**config.mk**
```make
export PLATFORM = sky130hd
export DESIGN_NAME = neuron_accum_flat
export DESIGN_NICKNAME = d
export VERILOG_FILES = /design/src/rtl/ann_pkg.sv /design/src/rtl/neuron_accum_if.sv /design/src/rtl/neuron_sat.sv /design/src/rtl/neuron_accum.sv /design/src/flat_wrapper.sv
export SDC_FILE = /design/constraint.sdc
export NUM_CORES = 1
export LEC_CHECK = 0
export ABC_CLOCK_PERIOD_IN_PS = 3800
export CAP_MARGIN = 5
export CORE_ASPECT_RATIO = 0.5
export CORE_MARGIN = 5
export CORE_UTILIZATION = 25
export DETAILED_ROUTE_END_ITERATION = 16
export GPL_TIMING_DRIVEN = 0
export MAX_ROUTING_LAYER = met4
export PLACE_DENSITY = 0.49
export SLEW_MARGIN = 5
export SYNTH_ARGS = -nofsm -noshare
export SYNTH_HDL_FRONTEND = slang
export SYNTH_SLANG_ARGS = --single-unit
```
**constraint.sdc**
```tcl
create_clock -name clk -period 3.8 [get_ports clk]
set_clock_uncertainty 0.15 [all_clocks]
set_input_delay 0.38 -clock clk [delete_from_list [all_inputs] [get_ports clk]]
set_output_delay 0.38 -clock clk [all_outputs]
set_load 0.03 [all_outputs]
```
**src/rtl/ann_pkg.sv**
```systemverilog
// Shared types and constants for the ANN datapath neuron blocks.
//   state_t : neuron accumulator FSM states (ACC, FIN, OUT)
//   SUM_W   : width of the partial sum delivered by the adder stage
//   ACT_W   : width of one activation
//   SAT_MAX : value an activation is clamped to on overflow
package ann_pkg;

    localparam int SUM_W = 17;
    localparam int ACT_W = 16;
    localparam logic [ACT_W-1:0] SAT_MAX = 16'hFFFF;

    typedef enum logic [1:0] {
        ST_ACC = 2'd0,
        ST_FIN = 2'd1,
        ST_OUT = 2'd2
    } state_t;

endpackage

```
**src/rtl/neuron_accum_if.sv**
```systemverilog
// Stream bundle between the adder stage, the neuron accumulator and the next layer.
//   sum_in/in_valid/in_ready        : partial-sum handshake, sum_in bit 0 = MSB
//   act_out/out_valid/out_ready     : activation handshake, act_out bit 0 = MSB
//   sat_flag                        : activation was clamped, qualified by out_valid
//   busy                            : a neuron is in progress
// slave modport = the accumulator, master modport = its environment.
interface neuron_accum_if;
    import ann_pkg::*;

    logic [0:SUM_W-1] sum_in;
    logic             in_valid;
    logic             in_ready;
    logic [0:ACT_W-1] act_out;
    logic             out_valid;
    logic             out_ready;
    logic             sat_flag;
    logic             busy;

    modport slave (
        input  sum_in, in_valid, out_ready,
        output in_ready, act_out, out_valid, sat_flag, busy
    );

    modport master (
        output sum_in, in_valid, out_ready,
        input  in_ready, act_out, out_valid, sat_flag, busy
    );

endinterface

```
**src/rtl/neuron_sat.sv**
```systemverilog
// Combinational scaling of the final accumulator into one activation.
// Shifts right by SHIFT, optionally applies a thresholded ReLU, then clamps to 16 bits.
//   acc : accumulator value (ACC_W bits)
//   act : resulting activation (16 bits)
//   sat : high when act was clamped to SAT_MAX
// Optional feature macro: NEURON_THRESH_EN (thresholded ReLU with THRESH).
module neuron_sat
    import ann_pkg::*;
#(
    parameter int               ACC_W  = 20,
    parameter int               SHIFT  = 3,
    parameter logic [ACT_W-1:0] THRESH = 16'd0
) (
    input  logic [ACC_W-1:0] acc,
    output logic [ACT_W-1:0] act,
    output logic             sat
);

    localparam logic [ACC_W-1:0] MAX_W = ACC_W'(SAT_MAX);

    logic [ACC_W-1:0] r;
    logic [ACC_W-1:0] t;

    always_comb begin
        r = acc >> SHIFT;
`ifdef NEURON_THRESH_EN
        // The clamp runs after the threshold, so only a genuinely large result saturates.
        if (r <= ACC_W'(THRESH)) begin
            t = '0;
        end else begin
            t = r - ACC_W'(THRESH);
        end
`else
        t = r;
`endif
        if (t > MAX_W) begin
            act = SAT_MAX;
            sat = 1'b1;
        end else begin
            act = t[ACT_W-1:0];
            sat = 1'b0;
        end
    end

`ifndef NEURON_THRESH_EN
    logic [ACT_W-1:0] unused_thresh;
    assign unused_thresh = THRESH;
`endif

endmodule

```
**src/rtl/neuron_accum.sv**
```systemverilog
// Neuron accumulator: sums N_TERMS partial sums, scales/saturates, emits one activation.
//   clk   : rising-edge clock
//   rst_n : asynchronous active-low reset, aborts any neuron in progress
//   bus   : neuron_accum_if.slave (input stream, output stream, sat_flag, busy)
// Optional feature macro: NEURON_THRESH_EN (handled inside neuron_sat).
//
// state | meaning
// ------+-----------------------------------------------------------
// ACC   | accepting partial sums, in_ready = 1
// FIN   | one cycle: register scaled/saturated activation, clear acc
// OUT   | out_valid = 1, hold act_out/sat_flag until out_ready
module neuron_accum
    import ann_pkg::*;
#(
    parameter int               N_TERMS = 8,
    parameter int               ACC_W   = 20,
    parameter int               SHIFT   = 3,
    parameter logic [ACT_W-1:0] THRESH  = 16'd0
) (
    input  logic           clk,
    input  logic           rst_n,
    neuron_accum_if.slave  bus
);

    localparam int CNT_W = $clog2(N_TERMS + 1);
    localparam logic [CNT_W-1:0] LAST = CNT_W'(N_TERMS - 1);

    state_t           state;
    state_t           state_nx;
    logic [ACC_W-1:0] acc;
    logic [CNT_W-1:0] cnt;
    logic [ACT_W-1:0] act_q;
    logic             sat_q;
    logic [ACT_W-1:0] sat_act;
    logic             sat_hit;
    logic [SUM_W-1:0] sum_val;
    logic             take;
    logic             last_term;
    logic             in_ready_c;
    logic             out_valid_c;

    // [0:16] port ordering maps positionally, so sum_val keeps the same numeric value.
    assign sum_val   = bus.sum_in;
    assign take      = bus.in_valid && in_ready_c;
    assign last_term = take && (cnt == LAST);

    always_ff @(posedge clk or negedge rst_n) begin
        if (!rst_n) begin
            state <= ST_ACC;
        end else begin
            state <= state_nx;
        end
    end

    always_comb begin
        state_nx    = state;
        in_ready_c  = 1'b0;
        out_valid_c = 1'b0;
        case (state)
            ST_ACC: begin
                in_ready_c = 1'b1;
                if (last_term) begin
                    state_nx = ST_FIN;
                end
            end
            ST_FIN: begin
                state_nx = ST_OUT;
            end
            ST_OUT: begin
                out_valid_c = 1'b1;
                if (bus.out_ready) begin
                    state_nx = ST_ACC;
                end
            end
            default: begin
                state_nx = ST_ACC;
            end
        endcase
    end

    always_ff @(posedge clk or negedge rst_n) begin
        if (!rst_n) begin
            acc   <= '0;
            cnt   <= '0;
            act_q <= '0;
            sat_q <= 1'b0;
        end else begin
            if (take) begin
                acc <= acc + ACC_W'(sum_val);
                cnt <= last_term ? '0 : cnt + 1'b1;
            end
            if (state == ST_FIN) begin
                act_q <= sat_act;
                sat_q <= sat_hit;
                acc   <= '0;
            end
        end
    end

    neuron_sat #(
        .ACC_W  (ACC_W),
        .SHIFT  (SHIFT),
        .THRESH (THRESH)
    ) u_sat (
        .acc (acc),
        .act (sat_act),
        .sat (sat_hit)
    );

    assign bus.in_ready  = in_ready_c;
    assign bus.out_valid = out_valid_c;
    assign bus.act_out   = act_q;
    assign bus.sat_flag  = sat_q;
    assign bus.busy      = (state != ST_ACC) || (cnt != '0);

endmodule

```
**src/flat_wrapper.sv**
```systemverilog
// flat-port wrapper written by rule: the top's interface ports become plain ports
module neuron_accum_flat import ann_pkg::*;
#(
    parameter int               N_TERMS = 8,
    parameter int               ACC_W   = 20,
    parameter int               SHIFT   = 3,
    parameter logic [ACT_W-1:0] THRESH  = 16'd0
)
  (clk, rst_n, bus_sum_in, bus_in_valid, bus_out_ready, bus_in_ready, bus_act_out, bus_out_valid, bus_sat_flag, bus_busy);
  neuron_accum_if bus_i ();
  input  logic clk;
  input  logic rst_n;
  input wire logic [$bits(bus_i.sum_in)-1:0] bus_sum_in;
  input wire logic [$bits(bus_i.in_valid)-1:0] bus_in_valid;
  input wire logic [$bits(bus_i.out_ready)-1:0] bus_out_ready;
  output wire logic [$bits(bus_i.in_ready)-1:0] bus_in_ready;
  output wire logic [$bits(bus_i.act_out)-1:0] bus_act_out;
  output wire logic [$bits(bus_i.out_valid)-1:0] bus_out_valid;
  output wire logic [$bits(bus_i.sat_flag)-1:0] bus_sat_flag;
  output wire logic [$bits(bus_i.busy)-1:0] bus_busy;
  assign bus_i.sum_in = bus_sum_in;
  assign bus_i.in_valid = bus_in_valid;
  assign bus_i.out_ready = bus_out_ready;
  assign bus_in_ready = bus_i.in_ready;
  assign bus_act_out = bus_i.act_out;
  assign bus_out_valid = bus_i.out_valid;
  assign bus_sat_flag = bus_i.sat_flag;
  assign bus_busy = bus_i.busy;
  neuron_accum #(.N_TERMS(N_TERMS), .ACC_W(ACC_W), .SHIFT(SHIFT), .THRESH(THRESH)) u_core (.clk(clk), .rst_n(rst_n), .bus(bus_i));
endmodule
```
After elaboration in Yosys (flattened, before gate mapping)
Cells that the tools add are included.
- word-level logic and storage cells: 31
- register bits: 43
- output and inout bits: 20
- add/sub/neg operators: 2
- order comparisons: 1
- reduce and logical (&&, ||, !) cells: 8
- equal/unequal tests: 5
- muxes and demuxes: 10
- operators with widths (operator ; count):
    $mux W20 ; 2
    $add A20 B17 Y20 ; 1
    $gt A17 B16 Y1 const B ; 1
    $mux W16 ; 1
    $pmux W2 S3 ; 1
    $add A4 B1 Y4 const B ; 1
    $eq A4 B3 Y1 const B ; 1
    $mux W2 ; 2
    $mux W4 ; 1
    $reduce_bool A2 Y1 ; 2
    $reduce_bool A4 Y1 ; 1
    $mux W1 ; 3
    $eq A2 B1 Y1 const B ; 1
    $eq A2 B2 Y1 const B ; 1
    $logic_and A1 B1 Y1 ; 2
    $logic_not A2 Y1 ; 1
    $ne A2 B1 Y1 const B ; 1
    $ne A2 B2 Y1 const B ; 1
    $reduce_and A2 Y1 ; 1
    $logic_or A1 B1 Y1 ; 1

Depth between registers and ports, before layout
- depth in word-level cells: 6
- mapped depth: 8

Cells and area by module
A second synthesis with hierarchy kept.
- cells, all modules: 279
- area total of the unflattened synthesis: 2743.9 um2
- modules (own cells, without submodules) (module ; instances ; area an instance (um2) ; cells each ; sequential area each (um2)):
    neuron_accum ; 1 ; 2628.8 ; 261 ; 1076.0
    neuron_sat ; 1 ; 115.1 ; 18 ; 0.0

Worst setup path after synthesis
No wires, ideal clock.
- path type: input port to flip-flop
- start: input port bus_sum_in[0]
- end: register u_core.acc[16]
- path buffers: 0
- stages on the path: 8
- arrival: 2034 ps
- slack: 1481 ps
- library setup time: 135 ps
- path through: ha_1 fa_1 a211oi_1 nor2_1 o41ai_2 o221ai_1 xnor2_1 o21ai_0
- cells in the longest elaborated chain, start to end: 3
- RTL lines (item ; RTL line ; text):
    start, declared ; flat_wrapper.sv:13 ; input wire logic [$bits(bus_i.sum_in)-1:0] bus_sum_in;
    $add A20 B17 Y20 ; neuron_accum.sv:89 ; acc <= acc + ACC_W'(sum_val);
    $mux W20 ; neuron_accum.sv:88 ; if (take) begin
    $mux W20 ; neuron_accum.sv:92 ; if (state == ST_FIN) begin
    end signal, assigned ; neuron_accum.sv:89 ;
    end, declared ; neuron_accum.sv:30 ; logic [ACC_W-1:0] acc;
No other way between the ends. The select of a mux whose other input is x is not followed.
A chain may end at the register's enable or synchronous reset.

Worst setup path after layout
Ends and elaborated chain as after synthesis.

==> metrics.md <==
| Metric | Value |
|---|---|
| Outcome | `finished, final reports clean` |
| Syn nets | `343` |
| DR pass1 iterations | `4` |
| Cell Area, Synth | `0.00264 mm2` |
| Leakage power | `0.00148 uW` |
| Cts bufs inserted | `5` |
| Clk_lat worst skew | `0.29 ns` |
| Worst path bufs/invs | `1` |
| Min Tclk post-route | `approximately 2.9 ns` |
| Clock transition at the registers of the reported paths | `about 0.060 ns` |
| Postcts setup bufs | `0` |
| FFs w/ async S/R, synth | `100%` |
| Main combinational cell family by area after synthesis | `simple AND/OR/NAND/NOR gates` |
| CTS HTree Levels | `2` |
| First-pass GRT wire length | `12100 um` |
| MaxCap Viol Count | `0` |
| Final non-filler cell total | `around 490` |
| Worst Path Arrival | `just under 3 ns` |
| Gpl congestion | `0.817` |
| Slowest cell on the critical path | `o41ai_2` |
| Largest net degree at the start of global routing | `35` |
| Total track usage | `12.4%` |
| Clock sink total | `43` |
| Post-Synth XOR/XNOR Area | `4.31%` |
| Cell Pwr Density | `between 800 and 900 mW/mm2` |
| Post-synthesis simple-gate area fraction | `between 20% and 30%` |
| Starting DRC count in detailed routing | `169` |
| Worst Tran Pin Value | `between 0.6 and 0.7 ns` |
| WS Path Type | `input port to flip-flop` |
| Die width | `between 150 and 200 um` |
| Post-synthesis mux area share | `under 10%` |
| WP data required | `3.80 ns` |
| Commonest non-fill, non-tap cell in the layout | `dfrtp_1` |
| Layout cells sized above 1 | `about 5.1%` |
| DR vias/cell | `roughly 4.7` |
| Vias | `2326` |
| Fin. Hold Viols | `0` |
| Initial antenna violation count | `0` |
| Rows | `26` |
| Post-route setup TNS | `0 ns` |
| CTS Buffer Depth | `2` |
| Post-synthesis adder-cell area fraction | `about a tenth` |
| Number of global-route vias before repair | `between 2000 and 2500` |
| Most frequent cells in the layout | `43 x dfrtp_1, 39 x nand2_1, 39 x clkdlybuf4s50_1, 37 x o21ai_0, 30 x nor2_1` |
| # diodes | `0` |
| Synth-to-Final Area Change | `29.9%` |
| Post-synth EDFFs | `0` |
| Ports | `41` |
| Startpoint types | `input port` |
| Crit-path max FO | `4` |
| Initial Util | `25.8%` |
| RSZ-0062 raised after global routing | `no` |
| Slew headroom | `a little under three fifths` |
| CTS tree | `done` |
| Crit-path cells | `clkdlybuf4s50_1 > ha_1 > fa_1 > a211oi_1 > nor2_1 > o41ai_2 > o221ai_1 > xnor2_1 > o21ai_0` |
| Register area share after synthesis | `around 40%` |
| Routed len/inst | `~15 um` |
| Nets | `392` |
| Syn. warnings | `0` |
| Mean Syn Cell Area | `a little under 9 um2` |
| Critical path's top delay family | `compound AO/OA/AOI/OAI gates` |
| Root Buffer | `clkbuf_16` |
| CP Capture Type | `flip-flop` |
| Post-synthesis compound-gate area fraction | `19.5%` |
| Final wirelength | `a little over 7000 um` |
| Die Ht | `between 80 and 90 um` |
| Final setup fails | `0` |
| Filler Cell Count | `~1100` |
| Remaining DRCs | `0` |
| Mapped Cells | `around 300` |
| Final slew viol count | `0` |
| Worst hold-check path type | `flip-flop to flip-flop` |
| Primary FF master, synth | `dfrtp_1` |
| Total power | `between 3000 and 4000 uW` |
| F_max | `between 300 and 400 MHz` |
| Synth cell types | `47` |
| Gr ovfl total | `0` |
| Hold_ws | `around 0.33 ns` |
| Routed Antenna Nets | `0` |
| Synth Register Bits | `43` |
| Total die area | `between 0.01 and 0.015 mm2` |
| Placed cell count | `483` |
| Max incr delay on CP | `~0.54 ns` |
| Hpwl dp | `5500 um` |
| Final Cycle Share | `76.6%` |
| Core area | `between 0.01 and 0.015 mm2` |
| Port buffer count | `40` |
| Maximum vdd drop | `approximately 0.00021 V` |
[sequential cells by signal, summed over array words and instances, names as in the netlist]
signal / count
u_core.bus.act_out: 16
u_core.state: 2
u_core.bus.sat_flag: 1
u_core.acc: 20
u_core.cnt: 4
[synthesized netlist by cell type (2+ instances only)]
cell	number	area share (%)
nor2_1	30	4.3
o21bai_1	2	0.57
xor2_1	5	1.7
and2_1	2	0.47
nand2_1	39	5.5
buf_2	2	0.38
o31ai_1	2	0.57
o21ai_1	2	0.38
nor3b_1	2	0.57
a21o_1	5	1.4
o311ai_0	2	0.66
a211oi_1	4	1.1
nand4_1	5	1.2
inv_1	4	0.57
dfrtp_1	43	41
or3_1	2	0.47
nand2b_1	3	0.71
nand3_1	23	4.4
nor3_1	2	0.38
xnor2_1	8	2.7
clkbuf_1	15	2.1
o21a_1	3	0.85
o21ai_0	37	7.0
mux2i_1	3	1.1
ha_1	19	9.0
a21oi_1	15	2.8
nor2b_1	2	0.47
buf_1	2	0.28
[final cells by class]
class	count	area, um2	area share (%)
Clock buffer	6	129	3.76
Clock inverter	2	60.1	1.75
Tap cell	140	175	5.11
Inverter	4	15.0	0.438
Sequential cell	43	1080	31.4
Timing Repair Buffer	42	425	12.4
Buffer	19	73.8	2.15
Multi-Input combinational cell	236	1480	43.0
[report_power, final]
part / switching [uW] / leakage [uW] / internal (uW)
sequential: 169 / 0.000523 / 682
clock: 183 / 0.0000911 / 377
combinational: 944 / 0.000864 / 672
total: 1290 / 0.00148 / 1730
[through the flow]
step	utilization, %	worst slack [ns]	instance area (um2)
floorplan	-	1.48	2640
global route	33.5	0.713	3430
CTS	33.5	0.895	3430
global placement	31.4	0.548	3220
finish	33.5	0.889	3430
detailed placement	31.5	0.590	3230
[worst min-delay path, cell delays in order (launching register included)]
cell     delay, ns
dfrtp_1       0.34
nand2_1       0.05
o21ai_0       0.06
[logic make-up (layout without fill, tap and decap cells)]
logic type	after synthesis	in the layout
AO/OA/AOI/OAI	82	82
flip-flops	43	43
multiplexers	4	4
adder cells (fa/ha/maj)	20	20
buffers and inverters	23	73
AND/OR/NAND/NOR	117	117
XOR/XNOR	13	13
[worst paths after layout]
check                                       from               endpoint  slack [ns]  cells past startpoint
max                                bus_sum_in[0]         u_core.acc[16]        0.89                      9
min                        u_core.bus.act_out[6]  u_core.bus.act_out[6]        0.33                      2
max reg2reg                        u_core.acc[0]         u_core.acc[16]        1.01                      8
min reg2reg                u_core.bus.act_out[6]  u_core.bus.act_out[6]        0.33                      2
max in group asynchronous                  rst_n          u_core.cnt[3]        2.67                      3
min in group asynchronous                  rst_n          u_core.acc[2]        0.36                      2
[routing by layer]
| layer | share of wire (%) | routed length, um | GRT usage [%] |
|---|---|---|---|
| met2 | 43 | 3120 | 18.7 |
| met1 | 53 | 3860 | 17.5 |
| met4 | 0.87 | 63 | 3.41 |
| met5 | 0 | 0 | - |
| met3 | 3.1 | 225 | 1.93 |
[what timing repair did]
action / CTS / global route
endpoints found under the hold margin: 9 / 0
hold buffers: 1 / 0
gates resized for setup: 0 / 0
(Power assumes the default switching activity.)
